===== src/rtl/adc_scan_ctrl_pkg.sv =====
// Shared types and constants for the ADC0809-class scan controller.
package adc_scan_pkg;

  localparam int ADC_DW = 8;
  localparam int ADC_AW = 3;

  typedef enum logic [2:0] {
    S_IDLE,
    S_ADDR,
    S_START,
    S_WAIT_LO,
    S_WAIT_HI,
    S_READ,
    S_NEXT
  } state_t;

  // Width of a counter that must hold values 0..timeout.
  function automatic int to_w(input int timeout);
    return $clog2(timeout + 1);
  endfunction

endpackage


===== src/rtl/adc_scan_ctrl_if.sv =====
// ADC pin bundle plus the valid/ready result stream of the scan controller.
interface adc_scan_ctrl_if;
  import adc_scan_pkg::*;

  logic              ale;
  logic              start;
  logic              oe;
  logic [ADC_AW-1:0] addr;
  logic              eoc;
  logic [ADC_DW-1:0] adc_d;

  logic [ADC_DW-1:0] res_data;
  logic [ADC_AW-1:0] res_ch;
  logic              res_valid;
  logic              res_ready;

  modport master (
    output ale, start, oe, addr, res_data, res_ch, res_valid,
    input  eoc, adc_d, res_ready
  );

  modport slave (
    input  ale, start, oe, addr, res_data, res_ch, res_valid,
    output eoc, adc_d, res_ready
  );

endinterface


===== src/rtl/adc_result_slot.sv =====
// One-entry valid/ready holding register for a conversion result and its channel.
module adc_result_slot
  import adc_scan_pkg::*;
(
  input  logic              clk,
  input  logic              rst_n,
  input  logic              load,
  input  logic [ADC_DW-1:0] load_data,
  input  logic [ADC_AW-1:0] load_ch,
  input  logic              ready,
  output logic              valid,
  output logic              free,
  output logic [ADC_DW-1:0] data,
  output logic [ADC_AW-1:0] ch
);

  // Slot can take a new result if empty or being drained this cycle.
  assign free = !valid || ready;

  // A load in the same cycle as a drain keeps the slot full with the new entry.
  always_ff @(posedge clk or negedge rst_n) begin
    if (!rst_n) begin
      valid <= 1'b0;
      data  <= '0;
      ch    <= '0;
    end else if (load) begin
      valid <= 1'b1;
      data  <= load_data;
      ch    <= load_ch;
    end else if (ready) begin
      valid <= 1'b0;
    end
  end

endmodule


===== src/rtl/adc_scan_ctrl.sv =====
// Multi-channel scan controller for ADC0809-class converters.
//
//   state     | meaning
//   ----------+-------------------------------------------------------
//   S_IDLE    | pins low, channel pointer held at 0, wait for en
//   S_ADDR    | ale high for one cycle, mux address latched
//   S_START   | start high for START_W cycles
//   S_WAIT_LO | wait for eoc to fall (conversion running)
//   S_WAIT_HI | wait for eoc to rise (conversion done)
//   S_READ    | oe high, wait for a free result slot, capture adc_d
//   S_NEXT    | advance channel pointer, resample en
module adc_scan_ctrl
  import adc_scan_pkg::*;
#(
  parameter int NCH     = 8,
  parameter int START_W = 1,
  parameter int TIMEOUT = 255
) (
  input  logic              clk,
  input  logic              rst_n,
  input  logic              en,
  adc_scan_ctrl_if.master   bus,
  output logic              timeout_err,
  output logic [ADC_AW-1:0] err_ch
);

  localparam int                TO_W    = to_w(TIMEOUT);
  localparam int                SW_W    = $clog2(START_W + 1);
  localparam logic [ADC_AW-1:0] LAST_CH = ADC_AW'(NCH - 1);
  localparam logic [TO_W-1:0]   TO_LAST = TO_W'(TIMEOUT - 1);
  localparam logic [SW_W-1:0]   SW_LOAD = SW_W'(START_W - 1);

  state_t            state, state_nxt;
  logic [ADC_AW-1:0] ch_ptr;
  logic [SW_W-1:0]   sw_cnt;
  logic [TO_W-1:0]   to_cnt;
  logic              slot_free;
  logic              slot_load;
  logic              to_hit;

  // Pin outputs are pure state decodes so nothing combinational reaches them.
  assign bus.ale   = (state == S_ADDR);
  assign bus.start = (state == S_START);
  assign bus.oe    = (state == S_READ);
  assign bus.addr  = ch_ptr;

  // State register.
  always_ff @(posedge clk or negedge rst_n) begin
    if (!rst_n) state <= S_IDLE;
    else        state <= state_nxt;
  end

  // Next-state decode; an expired EOC wait wins over an eoc edge in the same cycle.
  always_comb begin
    state_nxt = state;
    slot_load = 1'b0;
    to_hit    = 1'b0;
    case (state)
      S_IDLE:  if (en) state_nxt = S_ADDR;
      S_ADDR:  state_nxt = S_START;
      S_START: if (sw_cnt == '0) state_nxt = S_WAIT_LO;
      S_WAIT_LO: begin
        if (to_cnt == TO_LAST) begin
          to_hit    = 1'b1;
          state_nxt = S_NEXT;
        end else if (!bus.eoc) begin
          state_nxt = S_WAIT_HI;
        end
      end
      S_WAIT_HI: begin
        if (to_cnt == TO_LAST) begin
          to_hit    = 1'b1;
          state_nxt = S_NEXT;
        end else if (bus.eoc) begin
          state_nxt = S_READ;
        end
      end
      S_READ: begin
        if (slot_free) begin
          slot_load = 1'b1;
          state_nxt = S_NEXT;
        end
      end
      S_NEXT:  state_nxt = en ? S_ADDR : S_IDLE;
      default: state_nxt = S_IDLE;
    endcase
  end

  // START pulse width timer: loaded in ADDR, counts down to terminal zero.
  always_ff @(posedge clk or negedge rst_n) begin
    if (!rst_n)                                sw_cnt <= '0;
    else if (state == S_ADDR)                  sw_cnt <= SW_LOAD;
    else if (state == S_START && sw_cnt != '0) sw_cnt <= sw_cnt - 1'b1;
  end

  // EOC wait timer: zero outside the wait states, so it starts at 0 in WAIT_LO.
  always_ff @(posedge clk or negedge rst_n) begin
    if (!rst_n)                                         to_cnt <= '0;
    else if (state == S_WAIT_LO || state == S_WAIT_HI)  to_cnt <= to_cnt + 1'b1;
    else                                                to_cnt <= '0;
  end

  // Channel pointer: cleared while idle, wraps after the last channel.
  always_ff @(posedge clk or negedge rst_n) begin
    if (!rst_n)                 ch_ptr <= '0;
    else if (state == S_IDLE)   ch_ptr <= '0;
    else if (state == S_NEXT)   ch_ptr <= (ch_ptr == LAST_CH) ? '0 : ch_ptr + 1'b1;
  end

  // Timeout pulse and sticky channel of the last timeout.
  always_ff @(posedge clk or negedge rst_n) begin
    if (!rst_n) begin
      timeout_err <= 1'b0;
      err_ch      <= '0;
    end else begin
      timeout_err <= to_hit;
      if (to_hit) err_ch <= ch_ptr;
    end
  end

  adc_result_slot u_slot (
    .clk       (clk),
    .rst_n     (rst_n),
    .load      (slot_load),
    .load_data (bus.adc_d),
    .load_ch   (ch_ptr),
    .ready     (bus.res_ready),
    .valid     (bus.res_valid),
    .free      (slot_free),
    .data      (bus.res_data),
    .ch        (bus.res_ch)
  );

endmodule


===== src/flat_wrapper.sv =====
// flat-port wrapper written by rule: the top's interface ports become plain ports
module adc_scan_ctrl_flat import adc_scan_pkg::*;
#(
  parameter int NCH     = 8,
  parameter int START_W = 1,
  parameter int TIMEOUT = 255
)
  (clk, rst_n, en, timeout_err, err_ch, bus_ale, bus_start, bus_oe, bus_addr, bus_res_data, bus_res_ch, bus_res_valid, bus_eoc, bus_adc_d, bus_res_ready);
  adc_scan_ctrl_if bus_i ();
  input  logic clk;
  input  logic rst_n;
  input  logic en;
  output logic timeout_err;
  output logic [ADC_AW-1:0] err_ch;
  output wire logic [$bits(bus_i.ale)-1:0] bus_ale;
  output wire logic [$bits(bus_i.start)-1:0] bus_start;
  output wire logic [$bits(bus_i.oe)-1:0] bus_oe;
  output wire logic [$bits(bus_i.addr)-1:0] bus_addr;
  output wire logic [$bits(bus_i.res_data)-1:0] bus_res_data;
  output wire logic [$bits(bus_i.res_ch)-1:0] bus_res_ch;
  output wire logic [$bits(bus_i.res_valid)-1:0] bus_res_valid;
  input wire logic [$bits(bus_i.eoc)-1:0] bus_eoc;
  input wire logic [$bits(bus_i.adc_d)-1:0] bus_adc_d;
  input wire logic [$bits(bus_i.res_ready)-1:0] bus_res_ready;
  assign bus_ale = bus_i.ale;
  assign bus_start = bus_i.start;
  assign bus_oe = bus_i.oe;
  assign bus_addr = bus_i.addr;
  assign bus_res_data = bus_i.res_data;
  assign bus_res_ch = bus_i.res_ch;
  assign bus_res_valid = bus_i.res_valid;
  assign bus_i.eoc = bus_eoc;
  assign bus_i.adc_d = bus_adc_d;
  assign bus_i.res_ready = bus_res_ready;
  adc_scan_ctrl #(.NCH(NCH), .START_W(START_W), .TIMEOUT(TIMEOUT)) u_core (.clk(clk), .rst_n(rst_n), .en(en), .bus(bus_i), .timeout_err(timeout_err), .err_ch(err_ch));
endmodule

===== config.mk =====
export PLATFORM = sky130hd
export DESIGN_NAME = adc_scan_ctrl_flat
export DESIGN_NICKNAME = d
export VERILOG_FILES = /design/src/rtl/adc_scan_ctrl_pkg.sv /design/src/rtl/adc_scan_ctrl_if.sv /design/src/rtl/adc_result_slot.sv /design/src/rtl/adc_scan_ctrl.sv /design/src/flat_wrapper.sv
export SDC_FILE = /design/constraint.sdc
export NUM_CORES = 1
export LEC_CHECK = 0
export ABC_CLOCK_PERIOD_IN_PS = 3890
export CAP_MARGIN = 40
export CORE_ASPECT_RATIO = 0.7
export CORE_UTILIZATION = 50
export CTS_CLUSTER_SIZE = 14
export DETAILED_ROUTE_END_ITERATION = 10
export DONT_BUFFER_PORTS = 1
export PLACE_DENSITY_LB_ADDON = 0.3
export SETUP_SLACK_MARGIN = 0.4
export SLEW_MARGIN = 0
export SYNTH_ARGS = -nofsm -noshare
export SYNTH_HDL_FRONTEND = slang
export SYNTH_SLANG_ARGS = --single-unit

===== constraint.sdc =====
create_clock -name clk -period 3.89 [get_ports clk]
set_input_delay 0.9725 -clock clk [delete_from_list [all_inputs] [get_ports clk]]
set_output_delay 0.9725 -clock clk [all_outputs]
set_load 0.005 [all_outputs]

* Word-level counts from Yosys, hierarchy flattened
Cells that the tools add are included.
Storage, ports and cells: logic and storage cells 56, output and inout bits 22, input bits 13, flip-flop bits (word level) 31
Operators by class: equality and inequality tests 13, multiplexer cells 21, reductions and logical operators 10, $add $sub $neg 3
Operators by type and width (count):
- $mux W3 | 10
- $pmux W3 S7 | 1
- $eq A3 B3 Y1 const B | 4
- $mux W1 | 9
- $add A8 B1 Y8 const B | 1
- $eq A8 B8 Y1 const B | 1
- $mux W8 | 1
- $eq A3 B2 Y1 const B | 2
- $ne A3 B2 Y1 const B | 2
- $reduce_bool A2 Y1 | 3
- $reduce_and A5 Y1 | 1
- $ne A2 B2 Y1 const B | 2
- $add A3 B1 Y3 const B | 1
- $eq A3 B1 Y1 const B | 1
- $logic_not A3 Y1 | 1
- $logic_or A1 B1 Y1 | 2
- $ne A2 B1 Y1 const B | 1
- $reduce_or A2 Y1 | 1
- $logic_and A1 B1 Y1 | 1
- $logic_not A1 Y1 | 1
- $sub A1 B1 Y1 const B | 1

* Logic depth before layout (Yosys ltp)
word-level depth 5, gate-level depth with buffers 6, gate-level depth less buffers 6

* Hierarchy
Synthesis repeated with hierarchy kept, for this count alone.
Unflattened totals: cells, all modules 118, area, all modules 1470.2 µm²
Modules (own cells, without submodules):
- adc_scan_ctrl | cells each 92, times used 1, seq. area each 475.5 µm², area an instance 988.4 µm²
- adc_result_slot | cells each 26, times used 1, seq. area each 300.3 µm², area an instance 481.7 µm²

* Worst setup path after synthesis
No wires, ideal clock.
kind input to register, from input port bus_res_ready, to register u_core.u_slot.ch[1], arrival 1.733 ns, stages 4, slack 2.032 ns, buffers on the path 1, data required time 3.765 ns, setup time 0.125 ns, path through nor2b_1 > nor4_4 > buf_6 > mux2_4
On the way: word-level cells in the longest chain between the ends 3
Ends and longest elaborated chain:
- start, declared | RTL line flat_wrapper.sv:24 | input wire logic [$bits(bus_i.res_ready)-1:0] bus_res_ready;
- $logic_or A1 B1 Y1 | RTL line adc_result_slot.sv:18 | assign free = !valid || ready;
- $mux W1 | RTL line adc_scan_ctrl.sv:79 | if (slot_free) begin
- $mux W1 | RTL line adc_scan_ctrl.sv:58 | case (state)
- end signal, assigned | RTL line adc_result_slot.sv:29 | ch <= load_ch;
- end, declared | RTL line adc_result_slot.sv:14 | output logic [ADC_AW-1:0] ch
Every way passes these cells. A chain may end at the register's enable or synchronous reset.

* Final worst setup path
from register u_core.state[1], to output port bus_start
On the way: word-level cells in the longest chain between the ends 1
Ends and longest elaborated chain:
- start, declared | RTL line adc_scan_ctrl.sv:33 | state_t state, state_nxt;
- start signal, assigned | RTL line adc_scan_ctrl.sv:50 | else state <= state_nxt;
- $eq A3 B2 Y1 | RTL line adc_scan_ctrl.sv:43 | assign bus.start = (state == S_START);
- end, declared | RTL line flat_wrapper.sv:16 | output wire logic [$bits(bus_i.start)-1:0] bus_start;
Every way passes these cells.

==> key figures <==
Status
  • Status: finished, final reports clean

Worst setup path
  • Startpoint types: flop
  • FF-to-FF Start: u_core.state[0]
  • Critical Path Source: u_core.state[1]
  • Buf/Inv on CP: 1
  • Biggest fanout along the worst timing path: 11
  • Critical path's top delay family: flip-flops
  • Crit-path max cell delay: 0.60 ns
  • Crit path arrival time: approximately 1.3 ns
  • Slowest CP cell: dfrtp_1
  • Required time of the critical path: 2.92 ns
  • Setup crit end kind: output port
  • WS Path Type: flop to output port
  • Crit path cell chain: inv_2 -> nor3_1

Placed design
  • Number of port buffers: 0
  • DP Area: 0.00150 mm^2
  • Gpl congestion: 0.828
  • Dpl cells: 149
  • HPWL after DPL: 1720 um

Power
  • Sw power: 0.000410 W
  • Clock share of power: 0.259
  • Sw frac: 0.331
  • Internal: 0.000827 W
  • Cell Pwr Density: 764 mW/mm^2
  • Reg power frac: 0.455
  • VDD IR max: 407 uV
  • Leakage power: 0.751 nW
  • Combinational fraction of design power: 0.286

Finish
  • Nets: 137
  • Most frequent cells in the layout: dfrtp_1 (31), mux2_4 (13), nor2_1 (7)
  • Layout Utilization: 0.573
  • Design area: 0.00162 mm^2
  • Leading cell type in the layout, fill and taps excluded: dfrtp_1
  • Ratio of cells with drive above 1 in the final layout: 0.248
  • Fin cells: 157
  • Area Overhead vs Synth: 8.38%
  • Diode count: 0

Clocking
  • Postcts setup bufs: 0
  • TritonCTS clock tree: yes
  • Post-CTS Resized: 0
  • Clock Root Buffer: clkbuf_8
  • Cts hold-fix bufs: 0
  • Clock Path Buffers: 2
  • Clock transition at path regs: 0.06 ns
  • CTS Sinks: 31
  • Worst-skew pair later-pin latency: 0.27 ns
  • Htree depth: 2
  • TritonCTS buffer count: 5

Timing
  • Worst-Margin Slew: 0.950 ns
  • RSZ-0062 raised after global routing: false
  • Minimum clock period: 2.30 ns
  • Max Fclk: 0.435 GHz
  • Setup tns final: 0 ns
  • Tcrit/Tclk final: 0.592
  • Final Setup Violations: 0
  • Relative slew slack: 0.362
  • Hold Vio Cnt, Final: 0
  • Final slew viol count: 0
  • Layout Skew: 0.00368 ns

Synthesis
  • Sequential fraction of the synthesis area: 0.520
  • Netlist Area Pre-Place: 0.00149 mm^2
  • Ys Warns: 0
  • Syn Inst Count: 117
  • Mapped Nets: 134
  • Avg Inst Size Synth: 12.8 um^2
  • Synthesized flop and latch total: 31
  • Synth cell types: 34

Die
  • IO Count: 35
  • Die width: 67.3 um
  • Die Y: 47.7 um
  • Starting Density: 0.529
  • Core Rows: 16
  • CORE AREA: 0.00282 mm^2
  • Die Area: about 0.0032 mm^2

Job
  • Max-cap viol count: 0

Route
  • Via count: ~880
  • WL/cell: 15.4 um
  • Initial DRC count: 32
  • Vias per cell: 5.60
  • Total Wirelength: 2420 um
  • TritonRoute pass-1 iters: 4
  • Antenna Nets Post-Route: 0
  • DRC viols: 0

Global route
  • Gr usage total: 0.168
  • Vias in the first global route: 853
  • Initial antenna violation count: 0
  • GR Overflow Total: 0
  • Largest net degree at the start of global routing: 32
  • First-pass GRT wire length: 3770 um

Min path
  • Worst hold path class: input pin to async pin
## worst paths after layout
check,slack (ns),end,cells past startpoint
max,1.59,bus_start,2
min,0.39,u_core.u_slot.data[5],0
max reg2reg,1.84,u_core.u_slot.ch[0],3
min reg2reg,0.49,u_core.to_cnt[0],1
max in group asynchronous,3.43,u_core.state[2],0
min in group clk,0.49,u_core.to_cnt[0],1
## registers in the layout, summed over array words and instances, names as in the netlist
name / flops
u_core.u_slot.ch: 3
u_core.state: 3
u_core.u_slot.data: 8
u_core.to_cnt: 8
u_core.err_ch: 3
u_core.bus.addr: 3
u_core.u_slot.valid: 1
u_core.sw_cnt: 1
u_core.timeout_err: 1
## synthesized netlist by cell type (all sizes together)
| cell type | number | area share |
|---|---|---|
| a21oi | 3 | 0.010 |
| a221oi | 1 | 0.0059 |
| a22o | 5 | 0.029 |
| a22oi | 1 | 0.014 |
| a311oi | 1 | 0.0059 |
| a31oi | 2 | 0.0084 |
| and2b | 1 | 0.0050 |
| and3 | 2 | 0.0084 |
| and4 | 1 | 0.0059 |
| buf | 4 | 0.025 |
| dfrtp | 31 | 0.52 |
| ha | 4 | 0.034 |
| inv | 5 | 0.014 |
| mux2 | 15 | 0.15 |
| nand2 | 5 | 0.013 |
| nand3 | 3 | 0.010 |
| nor2 | 8 | 0.025 |
| nor2b | 5 | 0.021 |
| nor3 | 6 | 0.023 |
| nor3b | 1 | 0.0050 |
| nor4 | 1 | 0.014 |
| o21a | 1 | 0.0050 |
| o21ai | 3 | 0.010 |
| or2 | 1 | 0.0042 |
| or3 | 2 | 0.0084 |
| xnor2 | 2 | 0.012 |
| xor2 | 3 | 0.018 |
## logic make-up (layout without fill, tap and decap cells)
family | count (synthesis) | in the layout | share of synthesized area
compound gates | 17 | 17 | 0.0888
xor+xnor | 5 | 5 | 0.0293
fa+ha+maj | 4 | 4 | 0.0335
buf+inv | 9 | 13 | 0.0394
flops | 31 | 31 | 0.520
mux | 15 | 15 | 0.146
simple gates | 36 | 36 | 0.143
## layer usage
layer  track usage  part of all wire  vias to the layer above
met2         0.228              0.43                       20
met4        0.0638            0.0033                        0
met3        0.0738             0.054                        2
li1              -                 -                      422
met1         0.234              0.52                      435
met5             0                 0                        -
## worst reg2reg max path, cell delays in order (launching register included)
cell	delay, ns
dfrtp_1	0.62
inv_4	0.10
nor4_4	0.84
mux2_1	0.39
## power by group through the flow
stage          Sequential [W]  Clock, W  Combinational [W]
2_1_floorplan        0.000497         0           0.000376
3_3_place_gp         0.000566         0           0.000344
6_report             0.000563  0.000320           0.000354
4_1_cts              0.000564  0.000329           0.000357
5_1_grt              0.000584  0.000343           0.000394
3_5_place_dp         0.000568         0           0.000355
## through the flow
stage               total power, W  hold slack [ns]  setup slack (ns)
global placement          0.000911            0.474              1.65
finish                     0.00124            0.388              1.59
global route               0.00132            0.369              1.51
floorplan                 0.000874            0.455              2.03
CTS                        0.00125            0.376              1.57
detailed placement        0.000923            0.485              1.58
## layout make-up
| cell class | count | area (um^2) |
|---|---|---|
| fillers | 227 | 1200 |
| multi-input cells | 77 | 658 |
| well taps | 36 | 45.0 |
| inverters | 5 | 21.3 |
| clock buffers | 6 | 82.6 |
| flip-flops and latches | 31 | 776 |
| clock inverters | 2 | 35.0 |
Note: power is estimated with default switching activity, not from simulation.
